`config.mk`:
```
export PLATFORM = sky130hd
export DESIGN_NAME = token_out
export DESIGN_NICKNAME = d
export VERILOG_FILES = /design/src/rtl/token_out.sv
export SDC_FILE = /design/constraint.sdc
export NUM_CORES = 1
export LEC_CHECK = 0
export CELL_PAD_IN_SITES_DETAIL_PLACEMENT = 1
export CELL_PAD_IN_SITES_GLOBAL_PLACEMENT = 2
export CORE_UTILIZATION = 28
export DETAILED_ROUTE_END_ITERATION = 6
export PLACE_DENSITY = 0.76
export SYNTH_ARGS = -nofsm -noshare
export SYNTH_HDL_FRONTEND = slang
export SYNTH_SLANG_ARGS = --single-unit
```
`constraint.sdc`:
```
create_clock -name clk -period 1.77 [get_ports clk]
set_input_delay 0.354 -clock clk [delete_from_list [all_inputs] [get_ports clk]]
set_output_delay 0.354 -clock clk [all_outputs]
set_load 0.005 [all_outputs]
```
`src/rtl/token_out.sv`:
```
// USB token transmitter: serial CRC5 over addr/endp, then 24-bit word shifted out MSB first.
// Latency: first tx_bit 12 cycles after start is taken; start is ignored while a packet is in flight.
module token_out #(
  parameter int BIT_CYCLES = 1
) (
  input  logic        clk,
  input  logic        reset_L,
  input  logic        start,
  input  logic [1:0]  pid_sel,
  input  logic [6:0]  addr,
  input  logic [3:0]  endp,
  output logic        busy,
  output logic [23:0] packet,
  output logic        packet_valid,
  output logic        tx_valid,
  output logic        tx_bit,
  output logic        done
);

  typedef enum logic [1:0] {IDLE, CRC, SEND, DONE} state_t;

  localparam logic [3:0] PER_MAX = 4'(BIT_CYCLES - 1);

  state_t      state, state_nxt;
  logic [1:0]  pid_q;
  logic [6:0]  addr_q;
  logic [3:0]  endp_q;
  logic [4:0]  crc_q;
  logic [4:0]  idx;
  logic [3:0]  per;
  logic [10:0] crc_data;
  logic        crc_d;
  logic        fb;
  logic [4:0]  crc_step;
  logic [3:0]  pid_code;
  logic        last_crc;
  logic        last_per;
  logic        last_bit;

  // CRC consumes addr LSB first, then endp LSB first
  assign crc_data = {endp_q, addr_q};
  assign crc_d    = crc_data[idx[3:0]];
  assign fb       = crc_q[4] ^ crc_d;
  assign crc_step = {crc_q[3:0], 1'b0} ^ (fb ? 5'b00101 : 5'b00000);
  assign last_crc = (idx == 5'd10);
  assign last_per = (per == PER_MAX);
  assign last_bit = (idx == 5'd23);

  always_comb begin
    pid_code = 4'b0001;
    case (pid_q)
      2'd0:    pid_code = 4'b0001;
      2'd1:    pid_code = 4'b1001;
      2'd2:    pid_code = 4'b0101;
      default: pid_code = 4'b1101;
    endcase
  end

  always_comb begin
    state_nxt = state;
    case (state)
      IDLE:    if (start) state_nxt = CRC;
      CRC:     if (last_crc) state_nxt = SEND;
      SEND:    if (last_bit && last_per) state_nxt = DONE;
      DONE:    state_nxt = IDLE;
      default: state_nxt = IDLE;
    endcase
  end

  always_ff @(posedge clk) begin
    if (!reset_L) state <= IDLE;
    else          state <= state_nxt;
  end

  // Outputs are registered decodes of the state, so they trail it by one cycle
  always_ff @(posedge clk) begin
    if (!reset_L) begin
      pid_q        <= 2'd0;
      addr_q       <= 7'd0;
      endp_q       <= 4'd0;
      crc_q        <= 5'd0;
      idx          <= 5'd0;
      per          <= 4'd0;
      busy         <= 1'b0;
      packet       <= 24'h0;
      packet_valid <= 1'b0;
      tx_valid     <= 1'b0;
      tx_bit       <= 1'b0;
      done         <= 1'b0;
    end else begin
      busy         <= (state != IDLE);
      tx_valid     <= (state == SEND);
      done         <= (state == DONE);
      packet_valid <= (state == SEND) || (state == DONE);
      tx_bit       <= (state == SEND) ? packet[5'd23 - idx] : 1'b0;
      case (state)
        IDLE: begin
          if (start) begin
            pid_q  <= pid_sel;
            addr_q <= addr;
            endp_q <= endp;
            crc_q  <= 5'b11111;
            idx    <= 5'd0;
            per    <= 4'd0;
          end
        end
        CRC: begin
          crc_q <= crc_step;
          if (last_crc) begin
            packet <= {pid_code, ~pid_code, addr_q, endp_q, ~crc_step};
            idx    <= 5'd0;
          end else begin
            idx <= idx + 5'd1;
          end
        end
        SEND: begin
          if (last_per) begin
            per <= 4'd0;
            idx <= last_bit ? 5'd0 : idx + 5'd1;
          end else begin
            per <= per + 4'd1;
          end
        end
        default: ;
      endcase
    end
  end

endmodule

```
[Word level (Yosys, flattened, before mapping)]
Cells that the tools add are included.
Storage, ports and cells
  word-level logic and storage cells: 69
  flip-flop bits (word level): 58
  output and inout bits: 29
  input bits: 16
Operators by class
  add/subtract/negate cells: 3
  bitwise operators: 4
  reduce and logical (&&, ||, !) cells: 16
  mux-type cells: 20
  order comparisons: 2
  equality and inequality tests: 11
Operator list (number)
  $mux 5: 5
  $pmux 5 s3: 1
  $pmux 4 s3: 1
  $pmux 5 s2: 1
  $reduce_and 2->1: 5
  $mux 4: 2
  $ne 2x2->1 const B: 4
  $pmux 2 s4: 1
  $pmux 4 s2: 1
  $eq 2x2->1 const B: 3
  $lt 5x6->1 const B: 1
  $mux 2: 3
  $reduce_and 3->1: 2
  $reduce_bool 2->1: 3
  $add 5x1->5 const B: 1
  $bmux 1 s5: 1
  $eq 5x4->1 const B: 1
  $eq 5x5->1 const B: 1
  $lt 4x5->1 const B: 1
  $not 5->5: 1
  $sub 5x5->5 const A: 1
  $xor 5x3->5: 1
  $add 4x1->4 const B: 1
  $bmux 1 s4: 1
  other kinds (10): 13

[Longest topological paths before layout]
  word-level depth: 6
  mapped depth: 10
  mapped depth without buffers: 7

[Worst setup path after synthesis]
Ideal clock, no wire load.
  kind: reg2reg
  from: register idx[0]
  to: register packet[1]
  arrival: 1819 ps
  data required time: 1684 ps
  buffers on the path: 4
  library setup time: 86 ps
  cell stages (with the launch flop): 11
  clock period less this slack: 1904 ps
  setup slack: -134 ps
  cell sequence: dfxtp_1 > buf_6 > buf_8 > inv_1 > ha_1 > and4bb_2 > and2_1 > clkbuf_1 > clkbuf_1 > nor2_1 > a211oi_1
On the way
  longest elaborated chain between the ends: 2
Ends and longest elaborated chain
  start, declared: RTL line 29  | logic [4:0] idx;
  start signal, assigned: RTL line 113  | idx <= idx + 5'd1;
  start signal, assigned: RTL line 119  | idx <= last_bit ? 5'd0 : idx + 5'd1;
  $eq 5x4->1: RTL line 45  | assign last_crc = (idx == 5'd10);
  $reduce_and 2->1 (no line)
  end signal, assigned: RTL line 110  | packet <= {pid_code, ~pid_code, addr_q, endp_q, ~crc_step};
  end, declared: RTL line 13  | output logic [23:0] packet,
No other way between the ends.
A chain may end at the register's enable or synchronous reset.

[Worst setup path after layout]
  from: register per[1]
  to: register idx[4]
On the way
  longest elaborated chain between the ends: 3
Ends and longest elaborated chain
  start, declared: RTL line 30  | logic [3:0] per;
  start signal, assigned: RTL line 121  | per <= per + 4'd1;
  $logic_not 4->1: RTL line 46  | assign last_per = (per == PER_MAX);
  $ne 2x2->1 (no line)
  $reduce_and 3->1 (no line)
No other way between the ends.

==> run summary <==
status -> finished, violations left
violated checks -> design-rule violations, negative setup slack
TNS Setup -> -0.0117 ns
prevailing post-synth register cell -> dfxtp_1
switching share of power -> 0.355
IO Pins -> 45
Final Power -> 3.86 mW
synthesized flop and latch total -> 55
Final Slew Violations -> 0
drt total wl -> 7300 microns
Post-DP Area -> 3340 sq um
Area growth syn-to-layout -> 34.3%
register share of total power -> 0.410
xor-xnor portion of the synthesized cell area -> 0.0202
worst-path cell chain -> inv_2, ha_4, or3b_4, a211oi_4, and4_1, xnor2_1, nor2_1
RSZ-0062 raised after global routing -> yes
die height -> 98.4 microns
Max Cap Viol -> 0
initial antenna violation count -> 0
Routed Antenna Nets -> 0
final hold vios -> 0
starting DRC count in detailed routing -> 95
pre-CTS setup slack -> -0.147 ns
Finished Layout Cells -> 470
Starting Density -> 0.294
Remaining Overflow, GRT -> 0
Sw Pwr -> 1.37 mW
Synth Area in Simple Gates -> 0.201
CP Data Required Time -> 1.98 ns
max frequency -> 0.561 GHz
Worst-Skew Late Latency -> 0.31 ns
CTS Sinks -> 55
H-tree lvl count -> 2
Longest Clk Path Bufs -> 2
P_int -> 2.49 mW
CTS tree -> yes
period utilization -> 1.01
Final Setup Violations -> 1
antenna cells -> 0
Synth area leaders -> dfxtp_1, nand2_1, a21oi_1
CTS root buffer -> clkbuf_8
Yosys top cell area share -> 0.423
vias in the first global route -> 2395
CP peak stage delay -> 0.39 ns
Netlist Area Pre-Place -> 2600 sq um
multiplexer share of the synthesized area -> 0.0770
Async SR Flop Fraction -> 0
Gate power share -> 0.402
Post-synth EDFFs -> 0
yosys synthesis warning count -> 0
sequential element share of the synthesized area -> 0.423
final instance area -> 3490 sq um
Peak VDD IR -> 0.411 mV
Syn Inst Count -> 297
proportion of layout cells with a drive suffix above 1 -> 0.185
Adder-Cell Fraction of Synth Area -> 0.0481
clock slew at reported path FFs -> 0.10 ns
leading area contributor after synthesis -> dfxtp_1
critical path class -> register to register
clock power share -> 0.189
main combinational cell family by area after synthesis -> simple AND/OR/NAND/NOR gates
# fillers -> 1045
Cell Pwr Density -> 1100 nW/um^2
vias after detailed routing -> 2274
wire length of the first global-routing pass -> 12100 microns
drt pass-1 iters -> 6
Routed wire per std cell -> 15.5 microns
GRT Total Usage -> 0.161
final net count -> 388
Critical Path AT -> 1.99 ns
Syn Area/Cell -> 8.75 sq um
routability cong. -> 0.760
# rows -> 34
Netlist cell types -> 53
Num CTS Buffers -> 5
Setup crit end kind -> register
Multi-input gate area -> 1410 sq um
post-synthesis compound-gate area fraction -> 0.172
CORE AREA -> 8850 sq um
crit-path max FO -> 5
drc violations -> 2
Setup Skew -> 0.00603 ns
utilization after layout -> 0.395
Seq. cell area -> 1110 sq um
die width -> 98.4 microns
Inst Count DP -> 462
startpoint types -> register
CP max stage cell -> or3b_4
Port Buffers -> 42
HPWL after DPL -> 5580 microns
largest net degree at the start of global routing -> 45
Hold Path Class -> register to register
Post-synth top cells -> nand2_1, dfxtp_1, a21oi_1, nor2_1, clkbuf_1
post-route setup slack -> -0.0117 ns
most frequent cell after synthesis -> nand2_1
Die Area -> 9670 sq um
Min Hold Slack -> 0.487 ns
static leakage -> 1.31 nW
Period minus WS final -> 1.78 ns
vias per cell -> 4.84
[worst paths after layout]
kind / to / cells past startpoint / slack [ns] / from
setup / recovery: idx[4] / 7 / -0.01 / per[1]
hold / removal: packet[15] / 2 / 0.49 / packet[15]
setup reg to reg: idx[4] / 7 / -0.01 / per[1]
hold reg to reg: packet[15] / 2 / 0.49 / packet[15]
[power groups by stage]
stage / combinational, mW / sequential, mW / clock, mW
2_1_floorplan: 0.968 / 1.54 / 0
3_3_place_gp: 1.46 / 1.59 / 0
3_5_place_dp: 1.50 / 1.60 / 0
4_1_cts: 1.52 / 1.58 / 0.750
5_1_grt: 1.71 / 1.62 / 0.788
6_report: 1.55 / 1.58 / 0.728
[kinds of logic (layout without fill, tap and decap cells)]
| family | after synthesis | in the layout |
|---|---|---|
| xor+xnor | 6 | 6 |
| fa+ha+maj | 10 | 10 |
| other cells | 1 | 2 |
| buf+inv | 31 | 95 |
| mux | 11 | 11 |
| flops | 55 | 55 |
| simple gates | 113 | 113 |
| compound gates | 70 | 70 |
[metal layers]
metal,global-route usage,wire (microns),vias to the layer above
met4,0.0448,91,0
met5,0,0,-
met3,0.0301,226,7
met1,0.214,3400,1085
met2,0.266,3590,37
li1,-,-,1145
[cells in the final DEF, fill, tap and decap left out, types with 6 or more instances in the layout]
cell	netlist	final
inv_1	11	9
nand2_1	62	62
clkdlybuf4s50_1	0	42
nand2b_1	6	6
and2_1	7	6
nor2_1	19	19
buf_4	3	31
a21oi_1	31	30
dfxtp_1	55	50
ha_1	10	8
clkbuf_8	0	6
o21ai_0	10	7
[worst max-delay path: cells and delay by family (launching register included)]
family	cells	cell delay [ns]
adders and majority gates	1	0.12
DFF	1	0.34
xor gates and xnor gates	1	0.12
and+or+nand+nor	3	0.71
AOI/OAI and AO/OA	1	0.34
buffers and inverters	1	0.06
[state kept, by name (all words and copies together), names as in the netlist]
name,cells
done,1
packet,21
state,2
busy,1
idx,5
pid_q,2
addr_q,7
tx_bit,1
endp_q,4
tx_valid,1
crc_q,5
packet_valid,1
per,4
[cell type report]
class                      instances  share of cell area
clock inverter                     1             0.00143
clock buffer                       6              0.0237
timing repair buffer              76               0.202
multi-input combinational        212               0.404
tap                              108              0.0387
inverter                          12              0.0129
sequential                        55               0.318
[repair_timing]
item	CTS	global route
pin swaps	1	5
setup endpoints to repair	30	27
hold buffers	0	0
resized for setup	6	15
cloned	0	0
setup buffers	1	0
(Power assumes the default switching activity.)
